--- src/rtl/serial_parallel_align_if.sv ---
// Lane-side bundle of the serial receiver: the serial bit in, and the aligned
// byte, valid flag and lane-active status out.
interface serial_parallel_align_if;
  logic       data_in;
  logic [7:0] data_out;
  logic       valid_out;
  logic       active;

  modport master (output data_in, input data_out, valid_out, active);
  modport slave  (input data_in, output data_out, valid_out, active);
endinterface

--- src/rtl/serial_parallel_align.sv ---
// Per-lane serial-to-parallel receiver: hunts for the COM symbol on any bit
// offset, locks the byte boundary after COM_COUNT aligned COMs, then emits bytes.
module serial_parallel_align #(
  parameter logic [7:0] COM       = 8'hBC,
  parameter int         COM_COUNT = 4
) (
  input  logic                    CLK,
  input  logic                    RESET,
  serial_parallel_align_if.slave  lane
);

  typedef enum logic [1:0] {HUNT, SYNC, ACTIVE} state_t;

  localparam logic [3:0] COM_TARGET = 4'(COM_COUNT);

  state_t     state, state_next;
  // Only the seven most recent bits are kept; the eighth is the incoming bit.
  logic [6:0] sr;
  logic [7:0] nxt;
  logic [2:0] bit_cnt, bit_cnt_next;
  logic [3:0] com_cnt, com_cnt_next;
  logic [7:0] data_q, data_next;
  logic       valid_q, valid_next;
  logic       active_q;

  assign nxt            = {sr, lane.data_in};
  assign lane.data_out  = data_q;
  assign lane.valid_out = valid_q;
  assign lane.active    = active_q;

  always_ff @(posedge CLK) begin
    if (RESET) begin
      state    <= HUNT;
      sr       <= '0;
      bit_cnt  <= '0;
      com_cnt  <= '0;
      data_q   <= '0;
      valid_q  <= 1'b0;
      active_q <= 1'b0;
    end else begin
      state    <= state_next;
      sr       <= nxt[6:0];
      bit_cnt  <= bit_cnt_next;
      com_cnt  <= com_cnt_next;
      data_q   <= data_next;
      valid_q  <= valid_next;
      active_q <= (state_next == ACTIVE);
    end
  end

  always_comb begin
    state_next   = state;
    bit_cnt_next = bit_cnt + 3'd1;
    com_cnt_next = com_cnt;
    data_next    = data_q;
    valid_next   = valid_q;
    unique case (state)
      HUNT: begin
        bit_cnt_next = 3'd0;
        if (nxt == COM) begin
          com_cnt_next = 4'd1;
          state_next   = (COM_TARGET == 4'd1) ? ACTIVE : SYNC;
        end
      end
      SYNC: begin
        if (bit_cnt == 3'd7) begin
          if (nxt == COM) begin
            com_cnt_next = com_cnt + 4'd1;
            if (com_cnt + 4'd1 == COM_TARGET) state_next = ACTIVE;
          end else begin
            com_cnt_next = 4'd0;
            state_next   = HUNT;
          end
        end
      end
      ACTIVE: begin
        // COM in the data stream is idle fill: keep the last byte, drop valid.
        if (bit_cnt == 3'd7) begin
          if (nxt != COM) begin
            data_next  = nxt;
            valid_next = 1'b1;
          end else begin
            valid_next = 1'b0;
          end
        end
      end
      default: state_next = HUNT;
    endcase
  end

endmodule

--- src/flat_wrapper.sv ---
// flat-port wrapper written by rule: the top's interface ports become plain ports
module serial_parallel_align_flat 
#(
  parameter logic [7:0] COM       = 8'hBC,
  parameter int         COM_COUNT = 4
)
  (CLK, RESET, lane_data_in, lane_data_out, lane_valid_out, lane_active);
  serial_parallel_align_if lane_i ();
  input  logic CLK;
  input  logic RESET;
  input wire logic [$bits(lane_i.data_in)-1:0] lane_data_in;
  output wire logic [$bits(lane_i.data_out)-1:0] lane_data_out;
  output wire logic [$bits(lane_i.valid_out)-1:0] lane_valid_out;
  output wire logic [$bits(lane_i.active)-1:0] lane_active;
  assign lane_i.data_in = lane_data_in;
  assign lane_data_out = lane_i.data_out;
  assign lane_valid_out = lane_i.valid_out;
  assign lane_active = lane_i.active;
  serial_parallel_align #(.COM(COM), .COM_COUNT(COM_COUNT)) u_core (.CLK(CLK), .RESET(RESET), .lane(lane_i));
endmodule
--- config.mk ---
export PLATFORM = sky130hd
export DESIGN_NAME = serial_parallel_align_flat
export DESIGN_NICKNAME = d
export VERILOG_FILES = /design/src/rtl/serial_parallel_align_if.sv /design/src/rtl/serial_parallel_align.sv /design/src/flat_wrapper.sv
export SDC_FILE = /design/constraint.sdc
export NUM_CORES = 1
export LEC_CHECK = 0
export CORE_MARGIN = 3
export CORE_UTILIZATION = 45
export CTS_BUF_LIST = sky130_fd_sc_hd__clkbuf_4 sky130_fd_sc_hd__clkbuf_8 sky130_fd_sc_hd__clkbuf_16
export DETAILED_ROUTE_END_ITERATION = 6
export PLACE_DENSITY = 0.67
export RECOVER_POWER = 100
export SKIP_CTS_REPAIR_TIMING = 1
export SLEW_MARGIN = 10
export SYNTH_ARGS = -nofsm -noshare
export SYNTH_HDL_FRONTEND = slang
export SYNTH_SLANG_ARGS = --single-unit
--- constraint.sdc ---
create_clock -name CLK -period 2.11 [get_ports CLK]
set_input_delay 0.3165 -clock CLK [delete_from_list [all_inputs] [get_ports CLK]]
set_output_delay 0.3165 -clock CLK [all_outputs]
set_load 0.1 [all_outputs]
==> flow_summary.yaml <==
critical_path:
  critPathLaunch: "u_core.bit_cnt[0]$_SDFF_PP0_"
  arrival_ns: 2.03
  path_max_fanout: 5
  worst-setup-path-type: "flop to flop"
  reg2reg_depth: 6
  required_ns: 2.36
  end_kind: "flop"
  r2r_setup_slack_ns: 0.33
  endpoint: "u_core.com_cnt[3]$_SDFFE_PP0P_"
  r2r-end: "u_core.com_cnt[3]$_SDFFE_PP0P_"
  r2r-start: "u_core.bit_cnt[0]$_SDFF_PP0_"
  start_kind: "flop"
grt:
  busiest_layer: "met2"
  grt_pass1_vias: 739
  grt_util_met3_pct: 2.49
  grt-ovfl-total: 0
  gr-usage-met2_pct: 23.6
  grt_max_degree: 18
  use_met1_pct: 20.5
  track_usage_pct: 14.9
  grt_pass1_wl_microns: 3170
  antenna_found_initial: 0
final_layout:
  drive_above_1_share_pct: 15.7
  final_nets: 129
  final_cell_mix: "dfxtp_1, nand2_1, nor2b_1, clkbuf_2, nor2_1"
  area_growth_pct: 14.2
  final_common_cell: "dfxtp_1"
  antennaDiodeCount: 0
  final_area_sq_mm: 0.00118
  fin_util_pct: 57.1
clocking:
  insertion_delay_ns: 0.31
  cts.clk_slew.worst_paths_ns: 0.14
  htree_levels: 1
  clk_path_buf_depth: 2
  cts_tree: "built"
  cts_sinks: 26
  cts_root_buf: "clkbuf_4"
  cts_made_buffers: 3
placed_design:
  gp_congestion: 0.840
  portBuffers: 12
  placed_cell_area_sq_mm: 0.00116
  place_hpwl_microns: 1360
yosys:
  synth-edff-count: 0
  synth_ff_type: "dfxtp_1"
  yosys_warnings: 0
  synth_top_area_cell: "dfxtp_1"
  synth_cells: 107
  ys_ff_latch: 26
  ys_types: 30
  syn_area_per_cell_sq_um: 9.64
  async_flop_share_pct: 0
  yosysTopAreaCellShare_pct: 50.5
  mappedNetlistArea_sq_mm: 0.00103
  yosysSeqAreaShare_pct: 50.5
  syn-num-nets: 114
  synthTopCellsByArea: "dfxtp_1, nor2b_1, nand2_1, ha_1, a21oi_1"
pwr:
  p_leak_nw: 0.481
  intPower_uw: 692
  pwr-share-comb_pct: 1.8
  p_sw_uw: 157
  clkPwrFrac_pct: 39.8
  ir_drop_v: 0.000486
  design_power_total_uw: 849
  switching_share_pct: 18.5
  seq_power_share_pct: 58.5
  power.density_mw_per_mm2: 721
sta:
  fmax_mhz: 561
  tightest_slew_ns: 0.706
  hold_viol_final: 0
  hold_ws_ns: 0.458
  rsz0062_at_grt: "no"
  setup_viol: 0
  setup-tns-final_ns: 0
  max-slew-margin-rel_pct: 52.9
  min_period_ns: 1.78
  post-route-period-util_pct: 84.5
  fin_skew_ns: 0.00571
  maxSlewViolCount: 0
routing:
  first_iter_violations: 22
  dr.pass1.iters: 4
  drc: 0
  vias_per_cell: 5.34
  wl_microns: 1870
  num_vias: 791
  detail-route-antenna-nets: 0
  avgRoutedWirePerCell_microns: 12.6
die:
  rows: 16
  initial_utilization_pct: 50.0
  die_h_microns: 53.9
  fp.dieArea_sq_mm: 0.00290
  ioPinCount: 13
  coreArea_sq_mm: 0.00206
  dieWidth_microns: 53.9
flow_run:
  drv_cap: 0
worst_hold_path:
  hold_path.class: "flop to flop"
status:
  outcome: "finished, final reports clean"
-- worst max-delay path, cell delays in order, from the launching register on --
cell     delay, ns
dfxtp_1       0.37
ha_1          0.15
ha_1          0.21
nor2b_1       0.30
nand2_1       0.12
or4_1         0.41
a31oi_1       0.16
-- cells in the mapped netlist (2+ instances only) --
master	count
and2_1	3
ha_1	4
clkbuf_1	4
a22oi_1	2
a21oi_1	7
or3b_2	2
o32ai_1	2
nor2_1	7
dfxtp_1	26
o21ai_0	3
xor2_1	2
nand4_1	2
nand2_1	15
nor2b_1	10
a31oi_1	2
a211oi_1	2
-- power groups by stage --
stage / clock (mW) / combinational, mW / sequential [mW]
floorplan: 0 / 0.00838 / 0.507
global placement: 0 / 0.0162 / 0.507
detailed placement: 0 / 0.0166 / 0.507
CTS: 0.346 / 0.0167 / 0.497
global route: 0.360 / 0.0162 / 0.497
finish: 0.338 / 0.0150 / 0.497
-- layout make-up --
type,count,area (sq um)
Clock buffer,3,22.5
Clock inverter,1,30.0
Fill cell,188,885
Inverter,1,3.75
Multi-Input combinational cell,76,489
Sequential cell,26,520
Tap cell,27,33.8
Timing Repair Buffer,14,77.6
-- metrics by stage --
step | setup slack, ns | std cells
finish | 0.326 | 148
global route | 0.190 | 148
detailed placement | 0.302 | 144
global placement | 0.327 | 144
CTS | 0.342 | 148
floorplan | 0.551 | 107
-- cells by family after synthesis --
kind of cell | after synthesis | share of synthesized area [%]
xor+xnor | 2 | 1.70
buf+inv | 5 | 1.82
compound gates | 22 | 13.6
mux | 1 | 0.971
flops | 26 | 50.5
fa+ha+maj | 4 | 4.85
simple gates | 47 | 26.6
-- sequential cells by signal, indices dropped and copies added, names as in the netlist --
signal                 cells
u_core.lane.active         1
u_core.lane.valid_out      1
u_core.com_cnt             4
u_core.sr                  7
u_core.lane.data_out       8
u_core.bit_cnt             3
u_core.state               2
-- worst min-delay path by stage --
stage / end / startpoint / cells past startpoint
after floorplan: u_core.sr[0]$_SDFF_PP0_ / RESET / 1
after global placement: u_core.bit_cnt[0]$_SDFF_PP0_ / u_core.bit_cnt[0]$_SDFF_PP0_ / 1
after detailed placement: u_core.lane.data_out[3]$_SDFFE_PP0P_ / u_core.lane.data_out[3]$_SDFFE_PP0P_ / 2
after CTS: u_core.lane.data_out[3]$_SDFFE_PP0P_ / u_core.lane.data_out[3]$_SDFFE_PP0P_ / 2
after global routing: u_core.lane.data_out[5]$_SDFFE_PP0P_ / u_core.lane.data_out[5]$_SDFFE_PP0P_ / 2
final: u_core.bit_cnt[0]$_SDFF_PP0_ / u_core.bit_cnt[0]$_SDFF_PP0_ / 1
-- per-layer routing --
metal  wire (microns)  vias to the layer above
li1                 -                      400
met1              902                      376
met2              865                       13
met3               91                        2
met4               12                        0
met5                0                        -
Note: power is estimated with default switching activity, not from simulation.
